[src/rtl/stack_seq_ctrl_if.sv]
// stack_seq_ctrl_if: 16-bit data-memory port shared by the load/store path and the stack sequencer.
interface stack_seq_ctrl_if;
    logic [31:0] mem_addr;
    logic [15:0] mem_wdata;
    logic        mem_read;
    logic        mem_write;
    logic [15:0] rd_data;

    modport master (output mem_addr, mem_wdata, mem_read, mem_write, input rd_data);
    modport slave  (input mem_addr, mem_wdata, mem_read, mem_write, output rd_data);
endinterface

[src/rtl/stack_seq_ctrl.sv]
// stack_seq_ctrl: multi-cycle CALL/RET/INT/RTI/PUSH/POP sequencer owning the data-memory port; optional SP bound check under STACK_BOUND_CHECK_EN.
module stack_seq_ctrl #(
    parameter logic [31:0] SP_RESET = 32'd2047,
    parameter int          DATA_W   = 16
) (
    input  logic              clk,
    input  logic              reset,
    input  logic              op_valid,
    input  logic [2:0]        op_type,
    input  logic [31:0]       pc_in,
    input  logic [3:0]        flags_in,
    input  logic [DATA_W-1:0] push_data,
    input  logic              ls_read,
    input  logic              ls_write,
    input  logic [31:0]       ls_addr,
    input  logic [DATA_W-1:0] ls_wdata,
    stack_seq_ctrl_if.master  mem,
    output logic [31:0]       sp_out,
    output logic              stall,
    output logic              done,
    output logic              pc_load,
    output logic [31:0]       pc_load_val,
    output logic              flags_load,
    output logic [3:0]        flags_load_val,
    output logic [DATA_W-1:0] pop_data,
    output logic              sp_fault
);
    localparam logic [2:0] OP_CALL = 3'd1, OP_RET = 3'd2, OP_INT = 3'd3,
                           OP_RTI = 3'd4, OP_PUSH = 3'd5;

    typedef enum logic [3:0] {
        IDLE, PUSH_LO, PUSH_HI, PUSH_FL, POP_FL, POP_HI, POP_LO, PUSH_W, POP_W
    } state_t;

    state_t            r_state, w_next;
    logic [31:0]       r_sp, r_pc;
    logic [15:0]       r_temp;
    logic [3:0]        r_flags;
    logic [2:0]        r_op;
    logic [DATA_W-1:0] r_pdata;
    logic              w_accept, w_push, w_pop, w_fault;

    assign w_accept = reset && r_state == IDLE && op_valid && op_type != 3'd0 && op_type != 3'd7;
    assign w_push   = r_state inside {PUSH_LO, PUSH_HI, PUSH_FL, PUSH_W};
    assign w_pop    = r_state inside {POP_FL, POP_HI, POP_LO, POP_W};
    assign stall    = r_state != IDLE || w_accept;
    assign sp_out   = r_sp;
    assign sp_fault = w_fault;

`ifdef STACK_BOUND_CHECK_EN
    assign w_fault = (w_push && r_sp == 32'd0) || (w_pop && r_sp == SP_RESET);
`else
    assign w_fault = 1'b0;
`endif

    // State register
    always_ff @(posedge clk or negedge reset) begin
        if (!reset) r_state <= IDLE;
        else        r_state <= w_next;
    end

    // Stack pointer, latched operation and popped high word
    always_ff @(posedge clk or negedge reset) begin
        if (!reset) begin
            r_sp    <= SP_RESET;
            r_pc    <= 32'd0;
            r_temp  <= 16'd0;
            r_flags <= 4'd0;
            r_op    <= 3'd0;
            r_pdata <= '0;
        end else begin
            if (w_accept) begin
                r_op    <= op_type;
                r_pc    <= op_type == OP_INT ? pc_in - 32'd1 : pc_in;
                r_flags <= flags_in;
                r_pdata <= push_data;
            end
            if (w_push && !w_fault) r_sp <= r_sp - 32'd1;
            if (w_pop && !w_fault)  r_sp <= r_sp + 32'd1;
            if (r_state == POP_HI && !w_fault) r_temp <= mem.rd_data;
        end
    end

    // Next-state selection; a bound fault aborts straight back to IDLE
    always_comb begin
        w_next = r_state;
        case (r_state)
            IDLE:    if (w_accept) w_next = (op_type == OP_CALL || op_type == OP_INT) ? PUSH_LO :
                                            op_type == OP_RET  ? POP_HI :
                                            op_type == OP_RTI  ? POP_FL :
                                            op_type == OP_PUSH ? PUSH_W : POP_W;
            PUSH_LO: w_next = PUSH_HI;
            PUSH_HI: w_next = r_op == OP_INT ? PUSH_FL : IDLE;
            POP_FL:  w_next = POP_HI;
            POP_HI:  w_next = POP_LO;
            default: w_next = IDLE;
        endcase
        if (w_fault) w_next = IDLE;
    end

    // Memory port drive and completion pulses; IDLE passes the load/store path through
    always_comb begin
        mem.mem_addr  = 32'd0;
        mem.mem_wdata = 16'd0;
        mem.mem_read  = 1'b0;
        mem.mem_write = 1'b0;
        if (r_state == IDLE) begin
            if (reset) begin
                mem.mem_addr  = ls_addr;
                mem.mem_wdata = ls_wdata;
                mem.mem_read  = ls_read;
                mem.mem_write = ls_write;
            end
        end else begin
            mem.mem_addr  = w_push ? r_sp : r_sp + 32'd1;
            mem.mem_read  = w_pop && !w_fault;
            mem.mem_write = w_push && !w_fault;
        end
        case (r_state)
            PUSH_LO: mem.mem_wdata = r_pc[15:0];
            PUSH_HI: mem.mem_wdata = r_pc[31:16];
            PUSH_FL: mem.mem_wdata = {r_flags, 12'd0};
            PUSH_W:  mem.mem_wdata = r_pdata;
            default: ;
        endcase
        done           = w_fault || (r_state == PUSH_HI && r_op != OP_INT) ||
                         r_state inside {PUSH_FL, POP_LO, PUSH_W, POP_W};
        flags_load     = r_state == POP_FL && !w_fault;
        flags_load_val = flags_load ? mem.rd_data[15:12] : 4'd0;
        pc_load        = r_state == POP_LO && !w_fault;
        pc_load_val    = pc_load ? {r_temp, mem.rd_data} : 32'd0;
        pop_data       = (r_state == POP_W && !w_fault) ? mem.rd_data : '0;
    end
endmodule
[src/flat_wrapper.sv]
// flat-port wrapper written by rule: the top's interface ports become plain ports
module stack_seq_ctrl_flat 
#(
    parameter logic [31:0] SP_RESET = 32'd2047,
    parameter int          DATA_W   = 16
)
  (clk, reset, op_valid, op_type, pc_in, flags_in, push_data, ls_read, ls_write, ls_addr, ls_wdata, sp_out, stall, done, pc_load, pc_load_val, flags_load, flags_load_val, pop_data, sp_fault, mem_mem_addr, mem_mem_wdata, mem_mem_read, mem_mem_write, mem_rd_data);
  stack_seq_ctrl_if mem_i ();
  input  logic clk;
  input  logic reset;
  input  logic op_valid;
  input  logic [2:0] op_type;
  input  logic [31:0] pc_in;
  input  logic [3:0] flags_in;
  input  logic [DATA_W-1:0] push_data;
  input  logic ls_read;
  input  logic ls_write;
  input  logic [31:0] ls_addr;
  input  logic [DATA_W-1:0] ls_wdata;
  output logic [31:0] sp_out;
  output logic stall;
  output logic done;
  output logic pc_load;
  output logic [31:0] pc_load_val;
  output logic flags_load;
  output logic [3:0] flags_load_val;
  output logic [DATA_W-1:0] pop_data;
  output logic sp_fault;
  output wire logic [$bits(mem_i.mem_addr)-1:0] mem_mem_addr;
  output wire logic [$bits(mem_i.mem_wdata)-1:0] mem_mem_wdata;
  output wire logic [$bits(mem_i.mem_read)-1:0] mem_mem_read;
  output wire logic [$bits(mem_i.mem_write)-1:0] mem_mem_write;
  input wire logic [$bits(mem_i.rd_data)-1:0] mem_rd_data;
  assign mem_mem_addr = mem_i.mem_addr;
  assign mem_mem_wdata = mem_i.mem_wdata;
  assign mem_mem_read = mem_i.mem_read;
  assign mem_mem_write = mem_i.mem_write;
  assign mem_i.rd_data = mem_rd_data;
  stack_seq_ctrl #(.SP_RESET(SP_RESET), .DATA_W(DATA_W)) u_core (.clk(clk), .reset(reset), .op_valid(op_valid), .op_type(op_type), .pc_in(pc_in), .flags_in(flags_in), .push_data(push_data), .ls_read(ls_read), .ls_write(ls_write), .ls_addr(ls_addr), .ls_wdata(ls_wdata), .mem(mem_i), .sp_out(sp_out), .stall(stall), .done(done), .pc_load(pc_load), .pc_load_val(pc_load_val), .flags_load(flags_load), .flags_load_val(flags_load_val), .pop_data(pop_data), .sp_fault(sp_fault));
endmodule
[config.mk]
export PLATFORM = sky130hd
export DESIGN_NAME = stack_seq_ctrl_flat
export DESIGN_NICKNAME = d
export VERILOG_FILES = /design/src/rtl/stack_seq_ctrl_if.sv /design/src/rtl/stack_seq_ctrl.sv /design/src/flat_wrapper.sv
export SDC_FILE = /design/constraint.sdc
export NUM_CORES = 1
export LEC_CHECK = 0
export BUFFER_PORTS_ARGS = -buffer_cell sky130_fd_sc_hd__buf_2
export CAP_MARGIN = 20
export CORE_ASPECT_RATIO = 0.75
export CORE_MARGIN = 3
export CORE_UTILIZATION = 40
export DETAILED_ROUTE_END_ITERATION = 8
export HOLD_SLACK_MARGIN = 0.08
export PLACE_DENSITY = 0.68
export SLEW_MARGIN = 20
export SYNTH_ARGS = -nofsm -noshare
export SYNTH_HDL_FRONTEND = slang
export SYNTH_SLANG_ARGS = --single-unit
export TNS_END_PERCENT = 5
[constraint.sdc]
create_clock -name clk -period 3.1 [get_ports clk]
set_clock_uncertainty 0.1 [all_clocks]
set_input_delay 0.31 -clock clk [delete_from_list [all_inputs] [get_ports clk]]
set_output_delay 0.31 -clock clk [all_outputs]
set_load 0.01 [all_outputs]
# Word level (Yosys, flattened, before mapping)
# Index checks and enable logic that the tools add are counted.
# classes
shift	0
n_mux	23
order_cmp	0
mul	0
n_reduce_logical	15
n_eq_ne	17
n_addsub	3
bitwise	0
div	0
# op_table
op	count
$mux 32	7
$pmux 16 s4	1
$sub 32x1->32 const B	2
$mux 16	3
$add 32x1->32 const B	1
$mux 4	6
$pmux 4 s5	1
$eq 4x3->1 const B	4
$reduce_bool 4->1	4
$eq 3x2->1 const B	3
$eq 4x2->1 const B	2
$eq 3x3->1 const B	2
$logic_and 1x1->1	5
$eq 4x1->1 const B	1
$eq 4x4->1 const B	1
$logic_not 4->1	1
$mux 1	4
$eq 3x1->1 const B	1
$logic_or 1x1->1	3
$ne 3x2->1 const B	1
$ne 3x3->1 const B	1
$reduce_bool 3->1	1
$mux 2	1
$ne 2x1->1 const B	1
$reduce_bool 2->1	1
# word_totals
ram_bits	0
reg_bits	107
latch_bits	0
memories	0
romBits	0
wordCells	65
inputBits	124

# Longest topological paths before layout
# depth
ltp_word	7
mapped_depth	8
ltp_nobuf	6

# Least setup slack after synthesis
# OpenSTA, ideal clock, no wires.
# synth_path
path_kind	register to output
from	reg u_core.r_sp[0], in the netlist u_core.sp_out[0]
to	out mem_mem_addr[18]
path_buffers	0
path_stages_with_launch	6
t_arrival_ps	2221
path_slack_ps	469
cell_sequence	dfstp_2 ha_1 nand3_1 nor4_1 nand3_1 o311ai_0
# synth_via
elab_chain_len	3
# synth_lines
element	line	source
start: declaration	stack_seq_ctrl.sv:36	logic [31:0] r_sp, r_pc;
start signal: assignment	stack_seq_ctrl.sv:78	if (w_push && !w_fault) r_sp <= r_sp - 32'd1;
start signal: assignment	stack_seq_ctrl.sv:79	if (w_pop && !w_fault) r_sp <= r_sp + 32'd1;
$add 32x1->32	stack_seq_ctrl.sv:115	mem.mem_addr = w_push ? r_sp : r_sp + 32'd1;
$mux 32	stack_seq_ctrl.sv:115	
$mux 32	stack_seq_ctrl.sv:107	if (r_state == IDLE) begin
end: declaration	flat_wrapper.sv:29	output wire logic [$bits(mem_i.mem_addr)-1:0] mem_mem_addr;
# No other way between the ends.

# Worst setup path in the final report
# layout_path
from	reg u_core.r_sp[8], in the netlist u_core.sp_out[8]
to	out mem_mem_addr[28]
# The elaborated chain is that of the path after synthesis.

==> out/qor.yml <==
setup_viol: 0
fmax_mhz: 335
synth_seq_area_share: 0.364
place.port_buffers: 261
powerDensity_mw_per_mm2: 955
crit_chain: "nand4_1 -> nor3_2 -> buf_4 -> nand4_1 -> o311ai_0 -> buf_2"
die_x_um: 163
yosysTopAreaCell: "dfrtp_1"
cp_common_cell: "nand4_1"
finalHoldViolCount: 0
die-area_mm2: 0.0202
cpPeakStageDelay_ns: 0.65
start_util: 0.414
critPathLaunchType: "register"
fin_crit_sh: 0.963
synth.avg_cell_area_um2: 8.74
firstDrtPassIters: 6
yosysTopAreaCellShare: 0.325
crit_fanout: 15
core_mm2: 0.0179
nNetsFinal: 1201
dp.cells: 1299
route.vias.total: 7504
clock-sinks: 107
yosys_warnings: 0
path_clk_slew_ns: 0.07
end_kind: "output port"
wl_per_cell_um: 17.8
drc: 0
antenna_found_initial: 1
dp_hpwl_um: 17800
synthArstFlopShare: 1.00
grt_pass1_wl_um: 35900
drv_slew: 0
finalPower_mw: 8.82
worst_slew_pin_slew_ns: 0.954
instances_no_fill: 1322
ir_worst_vdd_mv: 0.431
yosysMostFrequentCell: "dfrtp_1"
synth_cell_types: 73
drt_iter0_markers: 676
ys_seq_elements: 107
overflow: 0
grt_max_degree: 76
post_cts_buffers: 0
cp.arrival_ns: 2.58
row_count: 42
fin_setup_tns_ns: 0
synth_edf_count: 0
synthCells: 847
cts_tree: "yes"
crit_slowest_cell: "dfstp_2"
hp-class: "input port to register"
syn_to_final_growth_pct: 24.8
cts_buffers: 9
vias_per_cell: 5.68
detail_route.wirelength_um: 23500
cts_root_buffer: "clkbuf_16"
clk_latency_ns: 0.34
grt_pass1_vias: 6702
fin_crit_ns: 2.99
cts_buffer_depth: 2
status: "finished clean"
die_y_um: 124
ys.flop_type: "dfrtp_1"
max_cap_violations: 0
gp_congestion: 0.937
drive_gt1_frac: 0.357
synth_area_mm2: 0.00740
criticalPathCategory: "register to output port"
ys_top_cells_by_area: "dfrtp_1, mux2_2, and2_1"
postRouteAntennaNets: 0
cp.required_ns: 2.69
htree_levels: 3
p_leak_nw: 4.00
rsz0062_at_grt: "false"
grtUsageTotal: 0.222
relSlewSlack: 0.364
synthTopCellsByCount: "dfrtp_1, nand2_1, nor2_1, and2_1, mux2_2"
io_pins: 263
synth_nets: 974
==> layout make-up <==
| class | count | area [µm²] |
|---|---|---|
| Antenna cell | 1 | 2.50 |
| Clock buffer | 10 | 239 |
| Clock inverter | 6 | 46.3 |
| Fill cell | 1705 | 8630 |
| Inverter | 11 | 41.3 |
| Multi-Input combinational cell | 652 | 4310 |
| Sequential cell | 107 | 2690 |
| Tap cell | 242 | 303 |
| Timing Repair Buffer | 293 | 1600 |
==> final timing paths <==
| check | slack (ns) | depth (start not counted) | to | startpoint |
|---|---|---|---|---|
| max reg2reg | 0.40 | 5 | u_core.sp_out[24]$_DFFE_PN0P_ | u_core.r_state[2]$_DFFE_PN0P_ |
| min in group asynchronous | 0.54 | 3 | u_core.r_op[0]$_DFFE_PN0P_ | reset |
| max in group asynchronous | 1.53 | 3 | u_core.r_pc[2]$_DFFE_PN0P_ | reset |
| max | 0.11 | 6 | mem_mem_addr[28] | u_core.sp_out[8]$_DFFE_PN1P_ |
| min | 0.10 | 2 | u_core.r_pdata[4]$_DFFE_PN0P_ | push_data[4] |
| min reg2reg | 0.40 | 1 | u_core.r_temp[2]$_DFFE_PN0P_ | u_core.r_temp[2]$_DFFE_PN0P_ |
==> cell usage in the layout (no fill, tap or decap), types with 5 or more instances in the layout <==
cell type      count
o311ai_0          19
or3_1             11
inv_1             11
xor2_1            28
buf_4             24
o21ai_0           40
a221o_1            5
a222oi_1          13
mux2_2            41
o22ai_1            6
dfstp_2           11
nor4_1            22
a31oi_1           15
a22oi_1           11
o32ai_1            6
nand4_1           20
and2_1            54
xnor2_1           34
nor2_1            59
dlygate4sd3_1      6
nand2_1           89
nor3_1            21
a41oi_1            6
o211ai_1           5
nand3_1           24
a21oi_1           36
clkbuf_16          9
and3_1            10
dfrtp_1           96
buf_2            260
nand2b_1           6
==> registers in the layout, indices dropped and copies added, names as in the netlist <==
name and cells:
u_core.r_state 4, u_core.sp_out 32, u_core.r_pdata 16, u_core.r_op 3
u_core.r_pc 32, u_core.r_temp 16, u_core.r_flags 4
==> per-layer routing <==
metal,part of all wire,GRT usage,wire (µm)
met2,0.44,0.341,10400
met1,0.45,0.323,10600
met3,0.090,0.0495,2110
met5,0,0,0
met4,0.017,0.0481,393
==> per-stage QoR <==
step	area [µm²]	hold WS [ns]	setup WS [ns]	utilization
after floorplan	7400	-0.0856	0.469	-
after global placement	8870	0.306	0.557	0.496
after detailed placement	8870	0.314	0.479	0.496
after CTS	9220	0.0800	0.0900	0.516
after global routing	9230	0.0811	0.0110	0.517
final	9230	0.101	0.114	0.517
==> power breakdown <==
| group | internal [mW] | switching [mW] | total [mW] |
|---|---|---|---|
| combinational | 2.04 | 2.77 | 4.81 |
| sequential | 2.10 | 0.814 | 2.91 |
| clock | 0.574 | 0.519 | 1.09 |
| total | 4.72 | 4.10 | 8.82 |
==> critical path: cells and delay by family (launching register included) <==
| kind | cells | cell delay (ns) |
|---|---|---|
| buffers and inverters | 2 | 0.44 |
| DFF | 1 | 0.65 |
| AOI/OAI and AO/OA | 1 | 0.36 |
| and+or+nand+nor | 3 | 0.77 |
==> logic make-up after synthesis <==
logic type | Yosys count | synth area share
adders and majority gates | 3 | 0.00507
DFF | 107 | 0.364
muxes | 41 | 0.0624
buffers and inverters | 88 | 0.0588
and+or+nand+nor | 355 | 0.256
AOI/OAI and AO/OA | 190 | 0.180
xor gates and xnor gates | 62 | 0.0734
other | 1 | 0.000507
==> what timing repair did <==
item	4_1_cts	5_1_grt
setup endpoints to repair	0	7
resized for setup	0	4
hold buffers	6	0
hold endpoints to repair	37	0
(Power assumes the default switching activity.)
